<file path="src/rtl/top_pkg.sv">
// Shared definitions for the CPU execution-control stage: FSM encodings and
// default timing parameters.
package top_pkg;

    typedef enum logic [1:0] {
        StIdle   = 2'b00,
        StRun    = 2'b01,
        StStep   = 2'b10,
        StHalted = 2'b11
    } state_e;

    localparam int unsigned DefDiv      = 50_000_000;
    localparam int unsigned DefDbCycles = 1_000_000;

    // Counter width able to hold 0..n-1, never narrower than one bit.
    function automatic int unsigned cnt_width(input int unsigned n);
        return (n > 1) ? $clog2(n) : 1;
    endfunction

endpackage

</file>
<file path="src/rtl/btn_debounce.sv">
// Push-button conditioner: 2-FF synchronizer, stability-count debouncer and a
// registered one-cycle pulse on the debounced rising edge.
module btn_debounce
    import top_pkg::*;
#(
    parameter int unsigned DB_CYCLES = DefDbCycles
) (
    input  logic clk,
    input  logic rst,
    input  logic din,
    output logic level,
    output logic rise
);

    localparam int unsigned CntW = cnt_width(DB_CYCLES);
    localparam logic [CntW-1:0] CntMax = CntW'(DB_CYCLES - 1);

    logic            sync1_q, sync2_q;
    logic            level_q, level_d;
    logic            prev_q;
    logic            rise_q, rise_d;
    logic [CntW-1:0] cnt_q, cnt_d;

    always_comb begin
        cnt_d   = '0;
        level_d = level_q;
        // Count consecutive disagreeing samples; any agreeing sample restarts.
        if (sync2_q != level_q) begin
            if (cnt_q == CntMax) begin
                level_d = sync2_q;
            end else begin
                cnt_d = cnt_q + CntW'(1);
            end
        end
        rise_d = level_q & ~prev_q;
    end

    always_ff @(posedge clk or negedge rst) begin
        if (!rst) begin
            sync1_q <= 1'b0;
            sync2_q <= 1'b0;
            level_q <= 1'b0;
            prev_q  <= 1'b0;
            rise_q  <= 1'b0;
            cnt_q   <= '0;
        end else begin
            sync1_q <= din;
            sync2_q <= sync1_q;
            level_q <= level_d;
            prev_q  <= level_q;
            rise_q  <= rise_d;
            cnt_q   <= cnt_d;
        end
    end

    assign level = level_q;
    assign rise  = rise_q;

endmodule

</file>
<file path="src/rtl/cpu_step_ctrl.sv">
// Execution control for the single-cycle core: issues a one-cycle clock enable
// periodically (run), once per debounced button press (step), or never (halted).
module cpu_step_ctrl
    import top_pkg::*;
#(
    parameter int unsigned DIV       = DefDiv,
    parameter int unsigned DB_CYCLES = DefDbCycles,
    parameter int unsigned CNT_W     = 16
) (
    input  logic             clk,
    input  logic             rst,
    input  logic             sw_run,
    input  logic             btn_step,
    input  logic             halt,
    output logic             cpu_ce,
    output logic [CNT_W-1:0] step_count,
    output logic [1:0]       state
);

    localparam int unsigned DivW = cnt_width(DIV);
    localparam logic [DivW-1:0] DivMax = DivW'(DIV - 1);

    state_e           state_q, state_d;
    logic [DivW-1:0]  div_q, div_d;
    logic [CNT_W-1:0] cnt_q, cnt_d;
    logic             ce_q, ce_d;
    logic             run_meta_q, run_s_q;
    logic             step_req;
    logic             btn_level_unused;

    btn_debounce #(
        .DB_CYCLES(DB_CYCLES)
    ) u_btn_debounce (
        .clk  (clk),
        .rst  (rst),
        .din  (btn_step),
        .level(btn_level_unused),
        .rise (step_req)
    );

    always_comb begin
        state_d = state_q;
        div_d   = div_q;
        ce_d    = 1'b0;
        cnt_d   = ce_q ? cnt_q + CNT_W'(1) : cnt_q;

        unique case (state_q)
            StIdle: begin
                if (halt) begin
                    state_d = StHalted;
                end else if (run_s_q) begin
                    state_d = StRun;
                    div_d   = '0;
                end else if (step_req) begin
                    state_d = StStep;
                    ce_d    = 1'b1;
                end
            end
            StRun: begin
                // Halt and switch-off both pre-empt a divider pulse due on this edge.
                if (halt) begin
                    state_d = StHalted;
                end else if (!run_s_q) begin
                    state_d = StIdle;
                    div_d   = '0;
                end else if (div_q == DivMax) begin
                    div_d = '0;
                    ce_d  = 1'b1;
                end else begin
                    div_d = div_q + DivW'(1);
                end
            end
            StStep: begin
                state_d = halt ? StHalted : StIdle;
            end
            StHalted: begin
                state_d = StHalted;
            end
            default: begin
                state_d = StIdle;
            end
        endcase
    end

    always_ff @(posedge clk or negedge rst) begin
        if (!rst) begin
            state_q    <= StIdle;
            div_q      <= '0;
            cnt_q      <= '0;
            ce_q       <= 1'b0;
            run_meta_q <= 1'b0;
            run_s_q    <= 1'b0;
        end else begin
            state_q    <= state_d;
            div_q      <= div_d;
            cnt_q      <= cnt_d;
            ce_q       <= ce_d;
            run_meta_q <= sw_run;
            run_s_q    <= run_meta_q;
        end
    end

    assign cpu_ce     = ce_q;
    assign step_count = cnt_q;
    assign state      = state_q;

endmodule
</file>
<file path="config.mk">
export PLATFORM = sky130hd
export DESIGN_NAME = cpu_step_ctrl
export DESIGN_NICKNAME = d
export VERILOG_FILES = /design/src/rtl/top_pkg.sv /design/src/rtl/btn_debounce.sv /design/src/rtl/cpu_step_ctrl.sv
export SDC_FILE = /design/constraint.sdc
export NUM_CORES = 1
export LEC_CHECK = 0
export ABC_AREA = 1
export BUFFER_PORTS_ARGS = -buffer_cell sky130_fd_sc_hd__buf_2
export CAP_MARGIN = 20
export CORE_AREA = 2 2 86 88
export DETAILED_ROUTE_END_ITERATION = 10
export DIE_AREA = 0 0 88 90
export GPL_ROUTABILITY_DRIVEN = 0
export PLACE_DENSITY = 0.79
export SYNTH_ARGS = -nofsm -noshare
export SYNTH_HDL_FRONTEND = slang
export SYNTH_SLANG_ARGS = --single-unit
</file>
<file path="constraint.sdc">
create_clock -name clk -period 2.7 [get_ports clk]
set_input_delay 0.54 -clock clk [delete_from_list [all_inputs] [get_ports clk]]
set_output_delay 0.54 -clock clk [all_outputs]
set_load 0.03 [all_outputs]
</file>
-- After elaboration in Yosys (flattened, before gate mapping)
Cells that the tools add are included.
- bits in registers: 72
- input port bits: 5
- output and inout port bits: 19
- $add $sub $neg: 3
- equality and inequality tests: 11
- muxes and demuxes: 22
- bitwise gates (word level): 2
- reduce and logical (&&, ||, !) cells: 5
- operators with widths (operator ; number):
    $mux 26 ; 5
    $pmux 26 s2 ; 1
    $mux 20 ; 2
    $add 26x1->26 const B ; 1
    $eq 26x26->1 const B ; 1
    $add 20x1->20 const B ; 1
    $eq 20x20->1 const B ; 1
    $add 16x1->16 const B ; 1
    $mux 2 ; 6
    $pmux 2 s4 ; 1
    $mux 1 ; 6
    $ne 2x2->1 const B ; 3
    $eq 2x2->1 const B ; 2
    $ne 4x3->1 const B ; 1
    $reduce_and 2->1 ; 2
    $reduce_and 4->1 ; 1
    $ne 3x3->1 const B ; 1
    $eq 2x1->1 const B ; 1
    $logic_not 2->1 ; 1
    $pmux 1 s2 ; 1
    $reduce_bool 2->1 ; 1
    $and 1x1->1 ; 1
    $ne 1x1->1 ; 1
    $not 1->1 ; 1

-- Longest topological paths before layout
- depth in word-level cells: 5
- depth in mapped cells: 11
- gate-level depth less buffers: 11

-- Cells and area by module
From an unflattened synthesis, not the netlist that was laid out.
- cell total of the unflattened synthesis: 566
- area total of the unflattened synthesis: 4230.3 um^2
- by module, submodules not included (module ; instances ; cells each ; area an instance (um^2) ; sequential area each (um^2)):
    cpu_step_ctrl ; 1 ; 402 ; 2879.0 ; 1176.1
    btn_debounce ; 1 ; 164 ; 1351.3 ; 625.6

-- Worst setup path after synthesis
No wires, ideal clock.
- kind: reg-to-reg
- start: register state_q[0] (netlist: state[0])
- end: register div_q[16]
- setup time: 0.113 ns
- arrival time: 1.567 ns
- setup slack: 1.020 ns
- stages on the path, launching flop included: 11
- buffers on the path: 0
- clock period less this slack: 1.680 ns
- cells stage by stage: dfrtp_1 -> inv_1 -> ha_1 -> nand2_1 -> nand3_2 -> nor2_2 -> nand3_1 -> nand2_1 -> nand2_1 -> nand2_1 -> inv_1
- word-level cells in the longest chain between the ends: 3
- elaborated cells on any way between the ends: 8
- classes of those cells: eq/ne: 4; mux: 1; reduce/logical: 3
- RTL lines (item ; line ; RTL):
    start: declaration ; cpu_step_ctrl.sv:23 ; state_e state_q, state_d;
    start signal: assignment ; cpu_step_ctrl.sv:87 ; state_q <= StIdle;
    start signal: assignment ; cpu_step_ctrl.sv:94 ; state_q <= state_d;
    $eq 2x1->1 / $logic_not 2->1 (equally long branches) ; cpu_step_ctrl.sv:47 ; unique case (state_q)
    $ne 2x2->1 (no line) / $reduce_bool 2->1 (equally long branches) ; - ;
    $reduce_and 4->1 (no line) ; - ;
    end signal: assignment ; cpu_step_ctrl.sv:95 ; div_q <= div_d;
    end: declaration ; cpu_step_ctrl.sv:24 ; logic [DivW-1:0] div_q, div_d;
Several ways; a longest one is shown, not always the timed one.
A chain may end at the register's enable or synchronous reset.

-- Worst setup path in the final report
- start: register state_q[1] (netlist: state[1])
- end: register div_q[11]
The elaborated chain is that of the path after synthesis.

==> reports/metrics.csv <==
metric;value;unit
switch share;0.2359;
antenna diode instance count;0;
path depth of the worst reg2reg path;10;
sequential cell fraction of total power;0.545;
Yosys top cell by area;dfrtp_1;
setup TNS;0;ns
Cell Int Power;1.525;mW
final clock period utilization by the worst path;0.7581;
leakage power;2.283;nW
Synth Area in Compound Gates;0.05257;
average wire length per cell after detail routing;12.17;µm
Clock Pin Slew Worst Setup and Hold Paths;0.09;ns
total core area;7020;µm²
ports placed on the boundary;24;
required time of the critical path;2.98;ns
most frequent cells in the layout;nand2_1, nor2_1, inv_1, dfrtp_1, nand3_1;
layout cell share with drive strength beyond 1;0.1044;
final routed DRC violation total;0;
via/cell ratio;5.154;
total half-perimeter wirelength after legalization and detailed placement;6105;µm
Initial DRC Count;232;
CP Capture Type;register;
part of the Yosys area used for sequential elements;0.4427;
net count after synthesis;569;
endpoints failing setup;0;
Overall Global Routing Usage;0.2328;
Routed Wire Length;8432;µm
Clk Tree Root Cell;clkbuf_8;
effective utilization at floorplan;0.5798;
Post-CTS Setup Bufs;0;
CP Data Arrival Time;2.33;ns
Net Switching;0.4708;mW
Setup crit start kind;register;
number of levels in the clock H-tree;3;
Cell Area, Synth;4070;µm²
biggest area contributors in the synthesized netlist;dfrtp_1, nand2_1, nor2_1, inv_1, xor2_1;
number of placed instances, taps included;677;
Simple-Gate Fraction of Synth Area;0.3606;
unrepaired setup endpoints after global routing;no;
most common cell after layout, fill and taps aside;nand2_1;
areal power density over the cells;443.1;nW/µm²
peak fanout along the critical path;25;
Via Count;3572;
number of max-slew violations in the final report;0;
post-synthesis cell count;558;
area enclosed by the die boundary;7920;µm²
fraction of synthesized cell area in xor and xnor cells;0.05164;
post-synthesis sequential element count;72;
worst reg2reg endpoint;div_q[11]$_DFFE_PN0P_;
critical path type;register to register;
max cap viols;0;
count of input and output buffers;23;
Max-Slew Margin vs Limit;0.6905;
floorplan die width;88;µm
maximum frequency from static timing analysis;0.4886;GHz
warning count from the yosys run;0;
final hold viol count;0;
sum of overflow across all layers after global routing;0;
final critical-path required period;2.047;ns
status;finished, final reports clean;
global-route wire length before repair;14790;µm
Clock Tree Buf Depth;2;
via count of the first global-routing pass;3411;
dominant combinational cell family by area after synthesis;simple AND/OR/NAND/NOR gates;
area growth from synthesis to layout;10.67;%
number of antenna violations at the first check in global routing;0;
power share of the combinational group;0.020;
setup clock skew after layout;0.01201;ns
Avg Cell Area, Syn;7.294;µm²
Register-to-Register Setup Slack;0.65;ns
ANT nets after route;0;
share of power burned in the clock network;0.435;
measured slew at the worst slew-check pin;0.4643;ns
mux cell area share after synthesis;0;
Die Y;90;µm
CTS Buf Count;9;
hold-fix buffer count after cts;0;
clock tree from TritonCTS;done;
origin of the critical flop-to-flop path;state[1]$_DFFE_PN0P_;
Synth Area in Adders;0.01844;
number of cells in the finished layout apart from fillers;693;
worst hold path type;input port to asynchronous set/reset pin;
Post-layout nets;600;
number of distinct standard cells referenced by the synthesized netlist;30;
maximum number of pins on one net before global-route repair;54;
first-pass detailed-route iteration total;5;
count of cells resized by post-cts repair;0;
maximum resistive drop on vdd;0.3299;mV
clock insertion delay at the later pin of the skew report;0.36;ns
Clock Sink Count;72;
floorplan row count;31;
area share of the largest cell type after synthesis;0.4427;
-- Yosys cell counts --
cell and n:
nor3_4 1, xnor2_1 4, o21ai_0 7, xor2_1 20, o21ai_1 1, nor3b_1 1
nand2_1 185, inv_2 3, o21bai_1 2, nand4_1 9, ha_1 6, nor2_1 76
buf_4 1, nor3_1 8, nand2_4 1, a31oi_1 4, nor2_4 5, and3_1 1
inv_1 72, o22ai_1 3, nand2_2 4, nand3_2 3, buf_2 1, and2_1 1
clkbuf_1 2, dfrtp_1 72, nand3_1 30, a21oi_1 23, nand3b_1 6, nor2_2 6
-- power by group through the flow --
stage | registers [mW] | clock network, mW | logic, mW
after global placement | 1.11 | 0 | 0.0421
after detailed placement | 1.11 | 0 | 0.0429
after global routing | 1.09 | 0.932 | 0.0487
after floorplan | 1.11 | 0 | 0.0118
final | 1.09 | 0.868 | 0.0404
after CTS | 1.09 | 0.881 | 0.0432
-- worst max path at each step --
stage                                     from                     to  slack, ns  cells past startpoint
after global routing      state[1]$_DFFE_PN0P_  div_q[14]$_DFFE_PN0P_       0.43                     10
final                     state[1]$_DFFE_PN0P_  div_q[11]$_DFFE_PN0P_       0.65                     10
after global placement    state[0]$_DFFE_PN0P_  div_q[13]$_DFFE_PN0P_       0.81                      9
after CTS                 state[1]$_DFFE_PN0P_  div_q[15]$_DFFE_PN0P_       0.67                     10
after detailed placement  state[1]$_DFFE_PN0P_  div_q[11]$_DFFE_PN0P_       0.68                     10
after floorplan           state[0]$_DFFE_PN0P_  div_q[16]$_DFFE_PN0P_       1.02                     10
-- cells by family (layout without fill, tap and decap cells) --
group | Yosys count | after routing
adders and majority gates | 6 | 6
DFF | 72 | 72
AOI/OAI and AO/OA | 40 | 40
buffers and inverters | 79 | 115
xor gates and xnor gates | 24 | 24
and+or+nand+nor | 337 | 337
-- through the flow --
step           hold WS (ns)  total power, mW  setup WS [ns]  cell area [µm²]  utilization
2_1_floorplan        0.2444            1.120          1.020             4070            -
3_3_place_gp         0.3361            1.151         0.8056             4309       0.6138
4_1_cts              0.1391            2.012         0.6677             4504       0.6416
5_1_grt              0.1605            2.070         0.4283             4504       0.6416
3_5_place_dp         0.3412            1.152         0.6773             4309       0.6138
6_report             0.1241            1.996         0.6531             4504       0.6416
-- layer usage --
layer | track usage | routed length, µm
met5 | 0 | 0
met2 | 0.3617 | 3929
met1 | 0.3161 | 3976
met3 | 0.04591 | 367
met4 | 0.09872 | 158
-- final cells by class --
cell class / count / area (µm²)
fill: 620 / 2516
multi-input combinational: 407 / 1967
sequential: 72 / 1802
inverter: 75 / 281.5
timing repair buffer: 24 / 135.1
clock buffer: 10 / 127.6
tap: 99 / 123.9
clock inverter: 6 / 67.56
-- sequential cells by signal, summed over array words and instances (netlist names) --
register and cells:
u_btn_debounce.level 1, run_s_q 1, div_q 26, step_count 16
u_btn_debounce.cnt_q 20, state 2, run_meta_q 1, u_btn_debounce.sync1_q 1
u_btn_debounce.sync2_q 1, cpu_ce 1, u_btn_debounce.prev_q 1, u_btn_debounce.rise 1
-- critical path: stages (launching register included) --
cell and delay [ns]:
dfrtp_1 0.39, inv_1 0.11, ha_1 0.22, inv_1 0.07
nand2_1 0.07, nand3_2 0.32, inv_2 0.46, nand2_1 0.10
nand2_1 0.06, nand2_1 0.04, a21oi_1 0.12
Power figures use the tool's default switching activity.
